### config.mk
export PLATFORM = sky130hd
export DESIGN_NAME = mem_port_arbiter
export DESIGN_NICKNAME = d
export VERILOG_FILES = /design/src/rtl/mem_port_arbiter.sv
export SDC_FILE = /design/constraint.sdc
export NUM_CORES = 1
export LEC_CHECK = 0
export CORE_MARGIN = 2
export CORE_UTILIZATION = 44
export DETAILED_ROUTE_END_ITERATION = 10
export HOLD_SLACK_MARGIN = 0.06
export PLACE_DENSITY = 0.81
export SYNTH_ARGS = -nofsm -noshare
export SYNTH_HDL_FRONTEND = slang
export SYNTH_SLANG_ARGS = --single-unit
### constraint.sdc
create_clock -name clk -period 4 [get_ports clk]
set_clock_uncertainty 0.2 [all_clocks]
set_input_delay 0.8 -clock clk [delete_from_list [all_inputs] [get_ports clk]]
set_output_delay 0.8 -clock clk [all_outputs]
set_load 0.005 [all_outputs]
### src/rtl/mem_port_arbiter.sv
`default_nettype none
// ============================================================================
// mem_port_arbiter: shares one single-ported memory between IF and LS ports.
// Revision: 1.0
// ============================================================================
module mem_port_arbiter #(
  parameter int AW        = 32,
  parameter int DW        = 32,
  parameter int LS_STREAK = 4,
  parameter int TIMEOUT   = 255
) (
  input  logic          clk,
  input  logic          rst,
  input  logic          if_req,
  input  logic [AW-1:0] if_addr,
  output logic          if_done,
  output logic [DW-1:0] if_rdata,
  output logic          if_err,
  input  logic          ls_req,
  input  logic [AW-1:0] ls_addr,
  input  logic          ls_we,
  input  logic [DW-1:0] ls_wdata,
  output logic          ls_done,
  output logic [DW-1:0] ls_rdata,
  output logic          ls_err,
  output logic          mem_req,
  output logic [AW-1:0] mem_addr,
  output logic          mem_we,
  output logic [DW-1:0] mem_wdata,
  input  logic          mem_ready,
  input  logic [DW-1:0] mem_rdata
);

  localparam int              SW         = $clog2(LS_STREAK + 1);
  localparam logic [SW-1:0]   STREAK_MAX = SW'(LS_STREAK);
  localparam logic [15:0]     WD_LAST    = 16'((TIMEOUT > 0) ? TIMEOUT - 1 : 0);
  localparam logic            WD_ON      = (TIMEOUT > 0);

  localparam logic [1:0] IDLE    = 2'd0;
  localparam logic [1:0] BUSY_IF = 2'd1;
  localparam logic [1:0] BUSY_LS = 2'd2;

  logic [1:0]    state;
  logic [SW-1:0] streak;
  logic [15:0]   wdog;

  logic          if_elig;
  logic          ls_elig;
  logic          grant_if;
  logic          grant_ls;
  logic          busy;
  logic          timeout_hit;
  logic          finish;
  logic [DW-1:0] rdata_next;

  // A requester still showing its done pulse is masked so it is not re-granted on a stale req.
  assign if_elig     = if_req & ~if_done;
  assign ls_elig     = ls_req & ~ls_done;
  assign grant_ls    = (state == IDLE) & ls_elig & (~if_elig | (streak != STREAK_MAX));
  assign grant_if    = (state == IDLE) & if_elig & ~grant_ls;
  assign busy        = (state != IDLE);
  assign timeout_hit = WD_ON & (wdog == WD_LAST) & ~mem_ready;
  assign finish      = busy & (mem_ready | timeout_hit);
  assign rdata_next  = (mem_ready & ~mem_we) ? mem_rdata : '0;

  always_ff @(posedge clk or negedge rst) begin
    if (!rst) begin
      state     <= IDLE;
      streak    <= '0;
      wdog      <= '0;
      mem_req   <= 1'b0;
      mem_addr  <= '0;
      mem_we    <= 1'b0;
      mem_wdata <= '0;
      if_done   <= 1'b0;
      if_rdata  <= '0;
      if_err    <= 1'b0;
      ls_done   <= 1'b0;
      ls_rdata  <= '0;
      ls_err    <= 1'b0;
    end else begin
      if_done <= 1'b0;
      if_err  <= 1'b0;
      ls_done <= 1'b0;
      ls_err  <= 1'b0;
      case (state)
        IDLE: begin
          if (grant_if || !if_req) begin
            streak <= '0;
          end else if (grant_ls && (streak != STREAK_MAX)) begin
            streak <= streak + 1'b1;
          end
          if (grant_ls) begin
            state     <= BUSY_LS;
            mem_req   <= 1'b1;
            mem_addr  <= ls_addr;
            mem_we    <= ls_we;
            mem_wdata <= ls_wdata;
            wdog      <= '0;
          end else if (grant_if) begin
            state     <= BUSY_IF;
            mem_req   <= 1'b1;
            mem_addr  <= if_addr;
            mem_we    <= 1'b0;
            mem_wdata <= '0;
            wdog      <= '0;
          end
        end
        BUSY_IF, BUSY_LS: begin
          if (finish) begin
            state   <= IDLE;
            mem_req <= 1'b0;
            if (state == BUSY_IF) begin
              if_done  <= 1'b1;
              if_err   <= ~mem_ready;
              if_rdata <= rdata_next;
            end else begin
              ls_done  <= 1'b1;
              ls_err   <= ~mem_ready;
              ls_rdata <= rdata_next;
            end
          end else begin
            wdog <= wdog + 16'd1;
          end
        end
        default: begin
          state   <= IDLE;
          mem_req <= 1'b0;
        end
      endcase
    end
  end

endmodule
`default_nettype wire

==> run_results.csv, run 1 <==
group,metric,value,unit
run_status,status,"finished, final reports clean",
clocking,cts_buffers,17,
worst_setup_path,endpoint_kind,"register",
worst_setup_path,crit_arrival,3.40,ns
yosys,ys_seq_area_share,58.23,%
global_routing,use_met1,30.25,%
floorplanning,die_area,16140,sq um
sta,fmax,0.3034,GHz
placed_design,dp_hpwl,14.34,mm
clocking,htreeDepth,4,
finish,syn_to_final_growth,51.97,%
yosys,ys_types,49,
yosys,synth_top_family_by_area,"compound AO/OA/AOI/OAI gates",
worst_setup_path,crit_fanout,29,
global_routing,met2_usage,43.30,%
global_routing,antenna_found_initial,0,
floorplanning,coreArea,14640,sq um
yosys,synth_fa_ha_area_share,1.127,%
sta,hold_violations,0,
finish,n_antenna_cell,0,
worst_setup_path,max_stage_delay,0.57,ns
worst_setup_path,reg2reg_depth,8,
floorplanning,die_h,127.0,um
drt,avgRoutedWirePerCell,20.24,um
power,ir_worst_vdd,392.7,uV
sta,slew_headroom,27.88,%
placed_design,portBuffers,267,
yosys,synth_area,6661,sq um
drt,vias_per_cell,5.520,
yosys,syn_avg_cell_area,12.59,sq um
yosys,synth_compound_area_share,15.40,%
sta,finalCriticalPeriod,3.296,ns
run,cap_violations,0,
worst_setup_path,cp_cell_sequence,"inv_1, ha_1, or4b_1, or4_1, buf_4, a21oi_4, buf_4, mux2_2",
finish,fin_nets,928,
floorplanning,num_rows,44,
floorplanning,io-pin-count,268,
global_routing,grt_use_met3,7.370,%
sta,tightest_slew,1.081,ns
worst_setup_path,cp_data_required_time,4.10,ns
yosys,ys_seq_elements,155,
worst_setup_path,r2r_slack,0.70,ns
worst_setup_path,critical_path_class,"register to register",
clocking,post_cts_buffers,0,
global_routing,grt_max_degree,90,
clocking,clk_latency,0.42,ns
yosys,synth_edf_count,0,
clocking,clock_path_buffers,2,
power,p_per_area,722.4,nW/um^2
sta,slew_violations,0,
drt,wirelength,19.89,mm
yosys,synthXorXnorAreaFrac,0.1315,%
yosys,ys.flop_type,"dfrtp_1",
clocking,ctsResizeCount,0,
hold_path,hp-class,"input pin to asynchronous set/reset pin",
global_routing,grt_first_pass_wirelength,31.20,mm
sta,rsz0062_at_grt,"no",
global_routing,grt_pass1_vias,5746,
worst_setup_path,worstReg2RegEnd,"if_rdata[31]",
finish,final_layout_size_suffix_gt1_share,10.51,%
sta,setup_viol,0,
clocking,cts_tree,"yes",
worst_setup_path,cp_common_cell,"buf_4",
drt,ant_nets,0,
worst_setup_path,rr_startpoint,"state[0]",
global_routing,track_usage,24.98,%
yosys,synth_warnings,0,
worst_setup_path,startpoint_type,"register",
power,power_leakage,4.457,nW
yosys,async_reset_ff_share,100.0,%
placed_design,dp.cells,953,
drt,drtIter0Drc,419,
power,power.total,7.313,mW
drt,drt-pass1-iter-count,4,
clocking,clk_pin_slew,0.06,ns
worst_setup_path,slowest_stage,"or4_1",
placed_design,place_congestion,0.8374,
finish,finalNonFillerCells,983,
drt,num_vias,5426,
yosys,syn_inst,529,
floorplanning,start_util,45.49,%
sta,tns,0,ns
yosys,synthMuxAreaShare,12.64,%
sta,finalCritPeriodShare,82.39,%
clocking,hold_buffers,0,
floorplanning,die_w,127.0,um
sta,fin_hold_ws,0.2433,ns
global_routing,grt.busiest_layer,"met2",
yosys,synth_fp_nets,669,
global_routing,grt_overflow,0,
yosys,yosys.area_share.simple,9.279,%
drt,drc,0,
clocking,cts-root-buf,"clkbuf_16",
clocking,numClockSinks,155,
through the flow:
stage	setup slack (ns)	instance area (sq um)	utilization, %
5_1_grt	0.5702	10120	69.13
3_5_place_dp	0.7090	9519	65.00
2_1_floorplan	1.061	6661	-
3_3_place_gp	0.8290	9519	65.00
6_report	0.7043	10120	69.13
4_1_cts	0.6871	10120	69.13
registers in the layout, summed over array words and instances (netlist names):
| signal | count |
|---|---|
| mem_req | 1 |
| ls_rdata | 32 |
| mem_we | 1 |
| wdog | 16 |
| streak | 3 |
| if_err | 1 |
| mem_wdata | 32 |
| mem_addr | 32 |
| ls_done | 1 |
| if_rdata | 32 |
| state | 2 |
| if_done | 1 |
| ls_err | 1 |
final cells by class:
type                            instances  area (sq um)
Fill cell                            1027          4521
Sequential cell                       155          3879
Timing Repair Buffer                  277          2761
Multi-Input combinational cell        322          2592
Clock buffer                           18         439.2
Tap cell                              184         230.2
Clock inverter                         12         165.2
Inverter                               15         56.30
routing by layer:
metal | wire, um | vias up
met4 | 410 | 0
met5 | 0 | -
li1 | - | 2465
met3 | 1147 | 32
met1 | 7847 | 2755
met2 | 10490 | 174
how the worst max path moves through the flow:
stage | slack, ns | cells past startpoint | startpoint | to
final | 0.70 | 8 | state[0] | if_rdata[31]
after floorplan | 1.06 | 8 | state[0] | ls_rdata[10]
after detailed placement | 0.71 | 7 | state[0] | ls_rdata[1]
after global placement | 0.83 | 7 | state[0] | ls_rdata[1]
after CTS | 0.69 | 7 | state[0] | ls_rdata[1]
after global routing | 0.57 | 7 | state[0] | ls_rdata[1]
synth_stat cells (6+ instances only):
cell      instances  area [sq um]
nand3_1          15         75.07
mux2_1           29         326.6
nand2_1          18         67.56
mux2i_1          11         110.1
a22o_1           56         490.5
dfrtp_1         155          3879
nor3_1            7         35.03
and2_1           34         212.7
a31oi_1          16         100.1
o21ai_0          14         70.07
a21o_1           22         165.2
ha_1              6         75.07
nor4_1            6         37.54
mux2_2           36         405.4
inv_1            15         56.30
clkbuf_1         24         90.09
cell families after synthesis:
kind of cell,count (synthesis)
AOI/OAI and AO/OA,133
xor gates and xnor gates,1
adders and majority gates,6
buffers and inverters,52
DFF,155
muxes,76
and+or+nand+nor,106
worst max-delay path, delay by kind of cell, from the launching register on:
family,cells,cell delay [ns]
flops,1,0.37
simple gates,2,1.11
fa+ha+maj,1,0.31
compound gates,1,0.19
buf+inv,3,0.62
mux,1,0.38
cells in the final DEF, fill, tap and decap left out, types with 4 or more instances in the layout:
cell	instances
clkbuf_16	17
a31oi_1	16
nand4_1	4
clkinvlp_4	4
buf_4	9
inv_1	15
dfrtp_1	155
o21ai_0	13
a22o_1	56
mux2_1	29
nand3_1	15
and2_1	34
nand2_1	18
ha_1	6
nor4_1	6
o211ai_1	5
nor3_1	7
mux2_2	36
mux2i_1	11
clkdlybuf4s50_1	266
a21o_1	22
power breakdown:
group	leakage (nW)	internal, mW	switching, mW
logic	2.17	1.82	1.29
registers	2.00	2.18	0.375
clock network	0.284	1.00	0.650
No activity file was read; power rests on OpenSTA's default activity.
==> run 2: changes to the inputs <==
--- a/config.mk
+++ b/config.mk
@@ -6,10 +6,10 @@
 export NUM_CORES = 1
 export LEC_CHECK = 0
 export CORE_MARGIN = 2
-export CORE_UTILIZATION = 44
+export CORE_UTILIZATION = 39
 export DETAILED_ROUTE_END_ITERATION = 10
 export HOLD_SLACK_MARGIN = 0.06
-export PLACE_DENSITY = 0.81
+export PLACE_DENSITY = 0.76
 export SYNTH_ARGS = -nofsm -noshare
 export SYNTH_HDL_FRONTEND = slang
 export SYNTH_SLANG_ARGS = --single-unit
==> constraint.sdc (replaced) <==
create_clock -name clk -period 2.85 [get_ports clk]
set_clock_uncertainty 0.2 [all_clocks]
set_input_delay 0.57 -clock clk [delete_from_list [all_inputs] [get_ports clk]]
set_output_delay 0.57 -clock clk [all_outputs]
set_load 0.005 [all_outputs]
==> run_results.csv, run 2 (same netlist as run 1, synthesis figures left out) <==
group,metric,value,unit
run_status,status,"finished, final reports clean",
power,clkPwrFrac,21.5,%
worst_setup_path,crit_arrival,2.91,ns
power,p_switching,3.244,mW
drt,wirelength,19.59,mm
global_routing,grt_overflow,0,
sta,slew_violations,0,
clocking,clk_latency,0.42,ns
placed_design,dp.cells,1007,
placed_design,place_congestion,0.8956,
finish,most-common-layout-cells,"266 x clkdlybuf4s50_1, 155 x dfrtp_1, 56 x a22o_1, 36 x mux2_2, 34 x and2_1",
placed_design,place_area,9752,sq um
sta,fin_hold_ws,0.2808,ns
global_routing,grt_first_pass_wirelength,30.84,mm
worst_setup_path,max_stage_delay,0.50,ns
worst_setup_path,cp_cell_sequence,"inv_1, ha_2, or4b_1, or4_4, a211oi_4, buf_4, buf_16, mux2_1",
worst_setup_path,slowest_stage,"or4b_1",
clocking,cts_buffers,17,
placed_design,dp_hpwl,13.90,mm
hold_path,hp-class,"register to register",
finish,final_common_cell,"clkdlybuf4s50_1",
floorplanning,io-pin-count,268,
power,p_int,7.104,mW
global_routing,track_usage,21.77,%
finish,final_cell_area,10430,sq um
clocking,cts_tree,"yes",
worst_setup_path,endpoint_kind,"register",
finish,finalNonFillerCells,1046,
sta,fmax,0.3556,GHz
sta,finalCritPeriodShare,98.68,%
sta,hold_violations,0,
run,cap_violations,0,
power,comb_power_share,44.0,%
sta,rsz0062_at_grt,"yes",
drt,drc,0,
finish,final_layout_size_suffix_gt1_share,13.45,%
power,p_sw_share,31.35,%
worst_setup_path,startpoint_type,"register",
floorplanning,num_rows,47,
global_routing,grt_pass1_vias,5934,
drt,num_vias,5471,
clocking,clk_pin_slew,0.06,ns
sta,setup_viol,0,
power,p_per_area,992.3,nW/um^2
drt,drtIter0Drc,344,
drt,avgRoutedWirePerCell,18.72,um
power,power.total,10.35,mW
worst_setup_path,crit_fanout,16,
floorplanning,die_area,18140,sq um
worst_setup_path,critical_path_class,"register to register",
drt,ant_nets,0,
sta,timing.final.ws_setup,0.03758,ns
global_routing,antenna_found_initial,1,
clocking,clock_path_buffers,2,
power,p_seq_share,34.5,%
clocking,numClockSinks,155,
placed_design,pre_cts_slack,-0.1448,ns
sta,finalCriticalPeriod,2.812,ns
clocking,cts-root-buf,"clkbuf_16",
finish,syn_to_final_growth,56.56,%
floorplanning,start_util,40.03,%
global_routing,grt_max_degree,72,
finish,postLayoutCoreUtil,62.66,%
sta,tightest_slew,0.6263,ns
clocking,htreeDepth,4,
floorplanning,die_w,134.7,um
placed_design,portBuffers,267,
floorplanning,coreArea,16640,sq um
drt,drt-pass1-iter-count,5,
power,power_leakage,4.601,nW
worst_setup_path,cp_data_required_time,2.95,ns
floorplanning,die_h,134.7,um
finish,fin_nets,952,
sta,tns,0,ns
drt,vias_per_cell,5.230,
power,ir_worst_vdd,522.8,uV
sta,slew_headroom,58.25,%
-- run 2: cell types whose count changed in the layout (fill, tap and decap cells not counted), sizes merged --
cell	before	now
buf	11	33
clkinv	2	7
bufinv	3	2
clkbuf	18	19
clkinvlp	4	3
diode	0	1
dlygate4sd3	0	1
inv	18	17
-- run 2: area by class of cell --
type / count / area [sq um]
flip-flops and latches: 155 / 3879
diodes: 1 / 2.502
inverters: 15 / 56.30
clock buffers: 18 / 439.2
repair buffers: 301 / 3032
multi-input cells: 322 / 2599
well taps: 220 / 275.3
fillers: 1259 / 6213
clock inverters: 14 / 146.4
-- run 2: final timing paths --
check,from,to,slack [ns],cells past startpoint
worst max register to register,state[1],ls_rdata[29],0.04,8
worst min-delay path,mem_addr[11],mem_addr[11],0.28,2
worst max-delay path,state[1],ls_rdata[29],0.04,8
worst min register to register,mem_addr[11],mem_addr[11],0.28,2
max in group asynchronous,rst,if_rdata[11],1.17,3
min in group asynchronous,rst,wdog[14],0.49,2
-- run 2: per-layer routing --
metal,part of all wire [%],track usage (%),vias to the layer above,wire [um]
met5,0,0,-,0
met3,6.3,6.156,38,1234
met4,2.8,10.47,0,558
li1,-,-,2523,-
met1,41,26.07,2691,7972
met2,50,36.21,219,9818
-- run 2: repair_timing --
item,4_1_cts,5_1_grt
setup buffers,3,0
gates cloned,1,1
hold endpoints to repair,58,0
setup endpoints to repair,67,61
hold buffers,1,0
pin swaps,0,1
gates resized for setup,2,0
-- run 2: critical path, delay by kind of cell, from the launching register on --
kind,cells,cell delay (ns)
mux,1,0.33
compound gates,1,0.23
fa+ha+maj,1,0.18
buf+inv,3,0.40
simple gates,2,1.00
flops,1,0.35
-- run 2: power groups by stage --
stage	clock (mW)	combinational, mW	sequential, mW
after CTS	2.28	4.58	3.57
after global routing	2.39	4.90	3.66
after global placement	0	4.37	3.56
final	2.23	4.55	3.57
after floorplan	0	1.91	3.58
after detailed placement	0	4.51	3.58
==> run 3: changes to the inputs <==
--- a/config.mk
+++ b/config.mk
@@ -5,11 +5,13 @@
 export SDC_FILE = /design/constraint.sdc
 export NUM_CORES = 1
 export LEC_CHECK = 0
+export CELL_PAD_IN_SITES_DETAIL_PLACEMENT = 1
+export CELL_PAD_IN_SITES_GLOBAL_PLACEMENT = 1
 export CORE_MARGIN = 2
-export CORE_UTILIZATION = 39
+export CORE_UTILIZATION = 30
 export DETAILED_ROUTE_END_ITERATION = 10
 export HOLD_SLACK_MARGIN = 0.06
-export PLACE_DENSITY = 0.76
+export PLACE_DENSITY_LB_ADDON = 0.1
 export SYNTH_ARGS = -nofsm -noshare
 export SYNTH_HDL_FRONTEND = slang
 export SYNTH_SLANG_ARGS = --single-unit
==> run_results.csv, run 3 (same netlist as run 1, synthesis figures left out) <==
group,metric,value,unit
run_status,status,"complete, but fails checks",
run_status,violations,"negative setup slack",
global_routing,grt_pass1_vias,6325,
sta,finalCritPeriodShare,100.5,%
placed_design,dp_hpwl,15.59,mm
worst_setup_path,critical_path_class,"register to register",
drt,drt-pass1-iter-count,4,
sta,hold_violations,0,
placed_design,portBuffers,267,
power,power_leakage,4.701,nW
clocking,htreeDepth,4,
finish,fin_nets,962,
clocking,cts_buffers,17,
floorplanning,die_w,153.0,um
global_routing,grt_max_degree,66,
sta,rsz0062_at_grt,"yes",
floorplanning,die_area,23410,sq um
floorplanning,start_util,30.52,%
clocking,clock_path_buffers,2,
power,power.total,10.58,mW
power,p_per_area,991.7,nW/um^2
drt,wirelength,22.42,mm
clocking,cts_tree,"yes",
hold_path,hp-class,"register to register",
sta,slew_headroom,59.22,%
global_routing,track_usage,19.32,%
worst_setup_path,cp_data_required_time,2.96,ns
floorplanning,io-pin-count,268,
clocking,numClockSinks,155,
floorplanning,coreArea,21820,sq um
finish,final_common_cell,"clkdlybuf4s50_1",
drt,drtIter0Drc,164,
sta,timing.final.ws_setup,-0.01401,ns
worst_setup_path,startpoint_type,"register",
placed_design,dp.cells,1070,
worst_setup_path,endpoint_kind,"register",
floorplanning,die_h,153.0,um
sta,tightest_slew,0.6117,ns
global_routing,antenna_found_initial,1,
run,cap_violations,0,
sta,setup_viol,14,
drt,drc,0,
drt,vias_per_cell,4.947,
sta,slew_violations,0,
power,ir_worst_vdd,369.1,uV
finish,n_fill_cell,2275,
clocking,clk_latency,0.43,ns
worst_setup_path,crit_arrival,2.97,ns
sta,finalCriticalPeriod,2.864,ns
global_routing,grt_first_pass_wirelength,35.51,mm
drt,avgRoutedWirePerCell,20.09,um
drt,ant_nets,0,
finish,most-common-layout-cells,"266 x clkdlybuf4s50_1, 155 x dfrtp_1, 56 x a22o_1, 34 x and2_1, 32 x buf_4",
clocking,cts-root-buf,"clkbuf_16",
finish,syn_to_final_growth,60.14,%
drt,num_vias,5521,
floorplanning,num_rows,54,
worst_setup_path,crit_fanout,9,
global_routing,grt_overflow,0,
finish,final_layout_size_suffix_gt1_share,14.97,%
clocking,clk_pin_slew,0.07,ns
sta,fmax,0.3492,GHz
placed_design,place_congestion,0.8202,
finish,finalNonFillerCells,1116,
## run 3: cell types whose count changed in the layout (fill, tap and decap cells not counted), moves of 3 or more
cell and delta:
inv_6 +4, buf_4 +6, mux2_4 +19, clkinvlp_4 -3, mux2_2 -17, inv_8 +5
buf_6 +3
## run 3: what timing repair did
item / CTS / global route
hold endpoints to repair: 59 / 0
resized for setup: 18 / 10
setup endpoints to repair: 66 / 47
hold buffers: 1 / 0
gates cloned: 2 / 1
pin swaps: 2 / 1
buffers inserted: 5 / 5
## run 3: final cells by class
class | count | area [sq um] | area share [%]
clock inverters | 15 | 143.9 | 1.349
diodes | 1 | 2.502 | 0.02346
clock buffers | 17 | 425.4 | 3.988
well taps | 280 | 350.3 | 3.284
flip-flops and latches | 155 | 3879 | 36.36
inverters | 15 | 56.30 | 0.5278
multi-input cells | 322 | 2680 | 25.12
repair buffers | 311 | 3131 | 29.35
## run 3: worst paths after layout
| kind | startpoint | end | cells past startpoint | slack (ns) |
|---|---|---|---|---|
| max | state[1] | if_rdata[26] | 9 | -0.01 |
| min | mem_addr[25] | mem_addr[25] | 2 | 0.28 |
| max reg2reg | state[1] | if_rdata[26] | 9 | -0.01 |
| min reg2reg | mem_addr[25] | mem_addr[25] | 2 | 0.28 |
| max in group asynchronous | rst | if_rdata[19] | 3 | 1.25 |
| min in group asynchronous | rst | wdog[12] | 2 | 0.50 |
## run 3: critical path, stage by stage (launching register included)
cell	delay, ns
dfrtp_1	0.37
inv_2	0.06
ha_4	0.16
or4b_1	0.51
or4_4	0.48
buf_6	0.15
a21oi_4	0.19
buf_4	0.15
buf_12	0.13
mux2_2	0.34
## run 3: power by group
part | switching [mW] | internal [mW] | total, mW
logic | 1.91 | 2.87 | 4.78
clock network | 1.06 | 1.17 | 2.23
registers | 0.512 | 3.06 | 3.57
## run 3: metal layers
layer | track usage, % | routed length, um | part of all wire, %
met1 | 22.62 | 9037 | 40
met2 | 33.46 | 11550 | 51
met4 | 6.834 | 582 | 2.6
met5 | 0 | 0 | 0
met3 | 6.067 | 1257 | 5.6
## run 3: stage by stage
step	hold slack, ns	util [%]	TNS, ns	instance area, sq um	setup slack [ns]
floorplan	0.07441	-	-0.08924	6676	-0.003951
global placement	0.2640	45.19	-0.7218	9862	-0.02437
detailed placement	0.2750	45.19	-6.751	9862	-0.1368
CTS	0.2907	48.54	-0.3824	10590	-0.03145
global route	0.3145	48.88	-1.323	10670	-0.07927
finish	0.2844	48.88	-0.07073	10670	-0.01401
